File: src/rtl/ram_commit_arbiter.sv
// rtl/ram_commit_arbiter.sv - round-robin arbiter sharing one RAM shim word-writer among NUM_REQ producers
module ram_commit_arbiter #(
    parameter int NUM_REQ = 4,
    parameter int DAT_WID = 24,
    parameter int CNT_WID = 16,
    parameter int TO_WID  = 12
) (
    input  logic                       clk,
    input  logic                       rst_L,
    input  logic [NUM_REQ*DAT_WID-1:0] req_data,
    input  logic [NUM_REQ-1:0]         req_commit,
    output logic [NUM_REQ-1:0]         req_finished,
    output logic [DAT_WID-1:0]         shim_data,
    output logic                       shim_commit,
    input  logic                       shim_finished,
    output logic [NUM_REQ-1:0]         grant,
    output logic                       busy,
    input  logic                       clear_timeout,
    output logic                       timeout,
    output logic [CNT_WID-1:0]         commit_count
);

    localparam int IDX_WID = $clog2(NUM_REQ);

    localparam logic [1:0] ST_IDLE    = 2'd0;
    localparam logic [1:0] ST_ISSUE   = 2'd1;
    localparam logic [1:0] ST_RELEASE = 2'd2;
    localparam logic [1:0] ST_ACK     = 2'd3;

    localparam logic [TO_WID-1:0] TO_MAX = '1;

    logic [1:0]         state_q, state_d;
    logic [IDX_WID-1:0] rr_ptr_q, rr_ptr_d;
    logic [IDX_WID-1:0] owner_q, owner_d;
    logic [NUM_REQ-1:0] grant_q, grant_d;
    logic [DAT_WID-1:0] shim_data_q, shim_data_d;
    logic               shim_commit_q, shim_commit_d;
    logic [NUM_REQ-1:0] req_finished_q, req_finished_d;
    logic [CNT_WID-1:0] commit_count_q, commit_count_d;
    logic [TO_WID-1:0]  to_cnt_q, to_cnt_d;
    logic               timeout_q, timeout_d;

    logic               sel_valid;
    logic [IDX_WID-1:0] sel_idx;
    logic [IDX_WID-1:0] cand;
    logic [TO_WID-1:0]  to_inc;
    logic               abort;

    // Scan from the farthest offset down so the nearest pending requester after rr_ptr wins.
    always_comb begin
        sel_valid = 1'b0;
        sel_idx   = '0;
        cand      = '0;
        for (int k = NUM_REQ - 1; k >= 0; k--) begin
            cand = IDX_WID'((int'(rr_ptr_q) + k) % NUM_REQ);
            if (req_commit[cand]) begin
                sel_valid = 1'b1;
                sel_idx   = cand;
            end
        end
    end

    always_comb begin
        state_d        = state_q;
        rr_ptr_d       = rr_ptr_q;
        owner_d        = owner_q;
        grant_d        = grant_q;
        shim_data_d    = shim_data_q;
        shim_commit_d  = shim_commit_q;
        req_finished_d = req_finished_q;
        commit_count_d = commit_count_q;
        to_cnt_d       = to_cnt_q;
        abort          = 1'b0;
        to_inc         = (to_cnt_q == TO_MAX) ? TO_MAX : to_cnt_q + 1'b1;

        case (state_q)
            ST_IDLE: begin
                if (sel_valid) begin
                    owner_d       = sel_idx;
                    grant_d       = {{(NUM_REQ-1){1'b0}}, 1'b1} << sel_idx;
                    shim_data_d   = req_data[sel_idx*DAT_WID +: DAT_WID];
                    shim_commit_d = 1'b1;
                    to_cnt_d      = '0;
                    state_d       = ST_ISSUE;
                end
            end
            ST_ISSUE: begin
                to_cnt_d = to_inc;
                if (shim_finished) begin
                    shim_commit_d  = 1'b0;
                    commit_count_d = commit_count_q + 1'b1;
                    state_d        = ST_RELEASE;
                end else if (to_inc == TO_MAX) begin
                    abort = 1'b1;
                end
            end
            ST_RELEASE: begin
                to_cnt_d = to_inc;
                if (!shim_finished) begin
                    req_finished_d = grant_q;
                    state_d        = ST_ACK;
                end else if (to_inc == TO_MAX) begin
                    abort = 1'b1;
                end
            end
            default: begin
                if (!req_commit[owner_q]) begin
                    req_finished_d = '0;
                    grant_d        = '0;
                    rr_ptr_d       = (owner_q == IDX_WID'(NUM_REQ - 1)) ? '0 : owner_q + 1'b1;
                    state_d        = ST_IDLE;
                end
            end
        endcase

        // A stalled shim still releases the requester so it never hangs; the write is not counted.
        if (abort) begin
            shim_commit_d  = 1'b0;
            req_finished_d = grant_q;
            state_d        = ST_ACK;
        end

        if (abort)
            timeout_d = 1'b1;
        else if (clear_timeout)
            timeout_d = 1'b0;
        else
            timeout_d = timeout_q;
    end

    always_ff @(posedge clk or negedge rst_L) begin
        if (!rst_L) begin
            state_q        <= ST_IDLE;
            rr_ptr_q       <= '0;
            owner_q        <= '0;
            grant_q        <= '0;
            shim_data_q    <= '0;
            shim_commit_q  <= 1'b0;
            req_finished_q <= '0;
            commit_count_q <= '0;
            to_cnt_q       <= '0;
            timeout_q      <= 1'b0;
        end else begin
            state_q        <= state_d;
            rr_ptr_q       <= rr_ptr_d;
            owner_q        <= owner_d;
            grant_q        <= grant_d;
            shim_data_q    <= shim_data_d;
            shim_commit_q  <= shim_commit_d;
            req_finished_q <= req_finished_d;
            commit_count_q <= commit_count_d;
            to_cnt_q       <= to_cnt_d;
            timeout_q      <= timeout_d;
        end
    end

    assign req_finished = req_finished_q;
    assign shim_data    = shim_data_q;
    assign shim_commit  = shim_commit_q;
    assign grant        = grant_q;
    assign busy         = (state_q != ST_IDLE);
    assign timeout      = timeout_q;
    assign commit_count = commit_count_q;

endmodule

File: config.mk
export PLATFORM = sky130hd
export DESIGN_NAME = ram_commit_arbiter
export DESIGN_NICKNAME = d
export VERILOG_FILES = /design/src/rtl/ram_commit_arbiter.sv
export SDC_FILE = /design/constraint.sdc
export NUM_CORES = 1
export LEC_CHECK = 0
export ABC_CLOCK_PERIOD_IN_PS = 2200
export CELL_PAD_IN_SITES_DETAIL_PLACEMENT = 2
export CELL_PAD_IN_SITES_GLOBAL_PLACEMENT = 2
export CORE_MARGIN = 2
export CORE_UTILIZATION = 23
export DETAILED_ROUTE_END_ITERATION = 6
export GPL_TIMING_DRIVEN = 0
export PLACE_DENSITY = 0.84
export REMOVE_ABC_BUFFERS = 1
export SLEW_MARGIN = 15
export SYNTH_ARGS = -nofsm -noshare
export SYNTH_HDL_FRONTEND = slang
export SYNTH_SLANG_ARGS = --single-unit
File: constraint.sdc
create_clock -name clk -period 2.2 [get_ports clk]
set_input_delay 0.66 -clock clk [delete_from_list [all_inputs] [get_ports clk]]
set_output_delay 0.66 -clock clk [all_outputs]
set_load 0.02 [all_outputs]
==> out/qor.txt <==
Synthesized area per cell: 10.15 um^2
DP HPWL: 10680 um
Largest net degree at the start of global routing: 51
Slowest stage delay, CP: 440 ps
Wire per inst: 19.47 um
Fin. Hold Viols: 0
Setup crit start kind: register
CP Data Arrival Time: 2410 ps
Yosys cell types: 55
Worst Setup SP: to_cnt_q[1]
Most used routing layer: met2
Hold WC Path Type: in -> async
Setup TNS: 0 ps
Fin Clk Skew: 8.040 ps
Max Cap Viol: 0
Post-synth EDFFs: 0
Clk pwr share: 19.0%
Post-Syn Instances: 381
CTS tree: yes
Worst skew pair latency: 340 ps
Power density cells: 1200 nW/um^2
FMAX: 0.4553 GHz
Die Y: 133.7 um
P_leak: 0.002644 uW
Worst vdd ir: 0.4415 mV
Post-Route WL: 14990 um
Die Width: 133.7 um
Via count: 3736
Longest Clk Path Bufs: 2
Sw frac: 42.25%
Top Ports: 155
Worst reg-to-reg setup slack: 4 ps
First-pass GRT wire length: 23750 um
Crit Path Category: reg -> reg
Register area share after synthesis: 44.00%
Initial antenna violation count: 2
Period utilization: 99.83%
Top cells by count, synth: dfrtp_1, mux2i_1, nand2_1, o221ai_1, o21ai_0
# rows: 47
Unrepaired setup endpoints after global routing: yes
Clock Sinks: 68
DRT antenna net count: 0
Top_reg_cell synth: dfrtp_1
Share of cells above drive strength 1: 12.36%
Worst Path Max Fanout: 6
Synth warn: 0
Via density: 4.852
Reg clk slew, reported paths: 60 ps
Root buf cell: clkbuf_16
Core box area: 16520 um^2
Worst slack, placed: -1969 ps
Outcome: completed
H-tree depth: 3
Most common cell in the netlist: dfrtp_1
Grt met3 use: 4.756%
Cts bufs inserted: 9
R2R Path Start: to_cnt_q[1]
Worst-Margin Slew: 770.2 ps
Final RePlAce weighted congestion: 0.7356
Post-layout net count: 656
Met2 Use GR: 31.50%
Req. time, crit path: 2420 ps
Comb pwr share: 54.0%
Fin. max-slew vios: 0
Min Clock Period, post-route: 2196 ps
Sw Pwr: 3145 uW
Flop pwr share: 26.9%
DR DRC count: 0
Post-synth top area share: 44.00%
Area delta synth->final: 60.40%
Reg-to-reg endpoint: req_finished[1]
Drt pass-1 iters: 4
Synth Register Bits: 68
Mapped cell area: 3867 um^2
GRT Total Usage: 17.07%
Reg2Reg Depth: 7
Number of DRC markers in iteration 0: 86
Vias in the first global route: 4363
Final setup viols: 0
Synth area leader: dfrtp_1
Die ar.: 17870 um^2
Highest-delay cell along the critical path: dfrtp_1
Cts hold-fix bufs: 0
Port-buffer cells: 154
Crit path capture type: register
Internal: 4299 uW
Top cells by area, synth: dfrtp_1, mux2i_1, o221ai_1
Cells along the critical path: ha_4 > nand4_1 > buf_4 > nor3_1 > or3_4 > a31oi_2 > a221o_1
Async set-or-reset flop fraction in the synthesized netlist: 100.0%
M1 GR Usage: 19.03%
Final worst slack: 3.707 ps
Grt total ovfl: 0
Worst Setup EP: req_finished[1]
Diodes inserted: 0
Max-slew headroom at the worst pin: 47.93%
Initial Util: 23.40%
cell families (layout without fill, tap and decap cells):
| family | count (synthesis) | count (layout) | synth area share, % |
|---|---|---|---|
| fa+ha+maj | 7 | 7 | 2.265 |
| xor+xnor | 17 | 17 | 3.850 |
| buf+inv | 34 | 200 | 4.432 |
| mux | 54 | 54 | 14.40 |
| simple gates | 112 | 115 | 14.85 |
| flops | 68 | 68 | 44.00 |
| compound gates | 89 | 89 | 16.21 |
flip-flops by register name (all words and copies together) (netlist names):
register	count
commit_count	16
grant	4
owner_q	2
req_finished	4
rr_ptr_q	2
shim_commit	1
shim_data	24
state_q	2
timeout	1
to_cnt_q	12
area by class of cell:
| class | count | area [um^2] |
|---|---|---|
| fillers | 1735 | 10320 |
| clock buffers | 11 | 252.7 |
| inverters | 13 | 52.55 |
| clock inverters | 5 | 36.28 |
| multi-input cells | 282 | 2183 |
| flip-flops and latches | 68 | 1703 |
| well taps | 220 | 275.3 |
| repair buffers | 171 | 1700 |
through the flow:
step | hold slack [ps] | util (%) | instance area (um^2) | total power [uW] | instances
2_1_floorplan | 364.4 | - | 3745 | 4162 | 360
3_3_place_gp | 457.6 | 33.66 | 5562 | 5492 | 734
3_5_place_dp | 468.7 | 34.16 | 5645 | 5660 | 737
4_1_cts | 202.8 | 36.99 | 6112 | 7421 | 763
5_1_grt | 222.7 | 37.54 | 6203 | 7975 | 770
6_report | 210.1 | 37.54 | 6203 | 7444 | 770
power by group through the flow:
stage | combinational, uW | sequential (uW) | clock (uW)
6_report | 4020 | 2000 | 1420
5_1_grt | 4390 | 2070 | 1510
4_1_cts | 3950 | 2000 | 1470
3_5_place_dp | 3650 | 2010 | 0
3_3_place_gp | 3510 | 1980 | 0
2_1_floorplan | 1850 | 2310 | 0
per-layer routing:
metal  wire (um)  share of wire, %
met5          24              0.16
met4         182               1.2
met3         840               5.6
met2        8069                54
met1        5874                39
worst min path at each step:
stage | start | endpoint | slack, ps | depth (start not counted)
after global routing | rst_L | to_cnt_q[9] | 220 | 1
after detailed placement | commit_count[15] | commit_count[15] | 470 | 1
after CTS | rst_L | to_cnt_q[2] | 200 | 1
after floorplan | rst_L | commit_count[0] | 360 | 0
after global placement | commit_count[15] | commit_count[15] | 460 | 1
final | rst_L | to_cnt_q[2] | 210 | 1
repair_timing:
action | CTS | global route
gates cloned | 3 | 0
hold endpoints to repair | 0 | 0
setup endpoints to repair | 53 | 47
buffers inserted | 7 | 7
pin swaps | 5 | 2
resized for setup | 28 | 15
cells in the final DEF, fill, tap and decap left out, types with 5 or more instances in the layout:
master and count:
xnor2_1 13, inv_1 12, dfrtp_1 67, nand4_1 5
clkdlybuf4s50_1 147, nand2_1 47, mux2i_1 50, o221ai_1 24
nand3_1 13, buf_4 15, a21oi_1 15, and4_1 6
o21ai_0 22, nor2_1 13, clkbuf_16 9
worst max-delay path: cells and delay by family, from the launching register on:
kind,cells,cell delay (ps)
adders and majority gates,1,200
DFF,1,440
buffers and inverters,1,230
AOI/OAI and AO/OA,2,520
and+or+nand+nor,3,670
No activity file was read; power rests on OpenSTA's default activity.
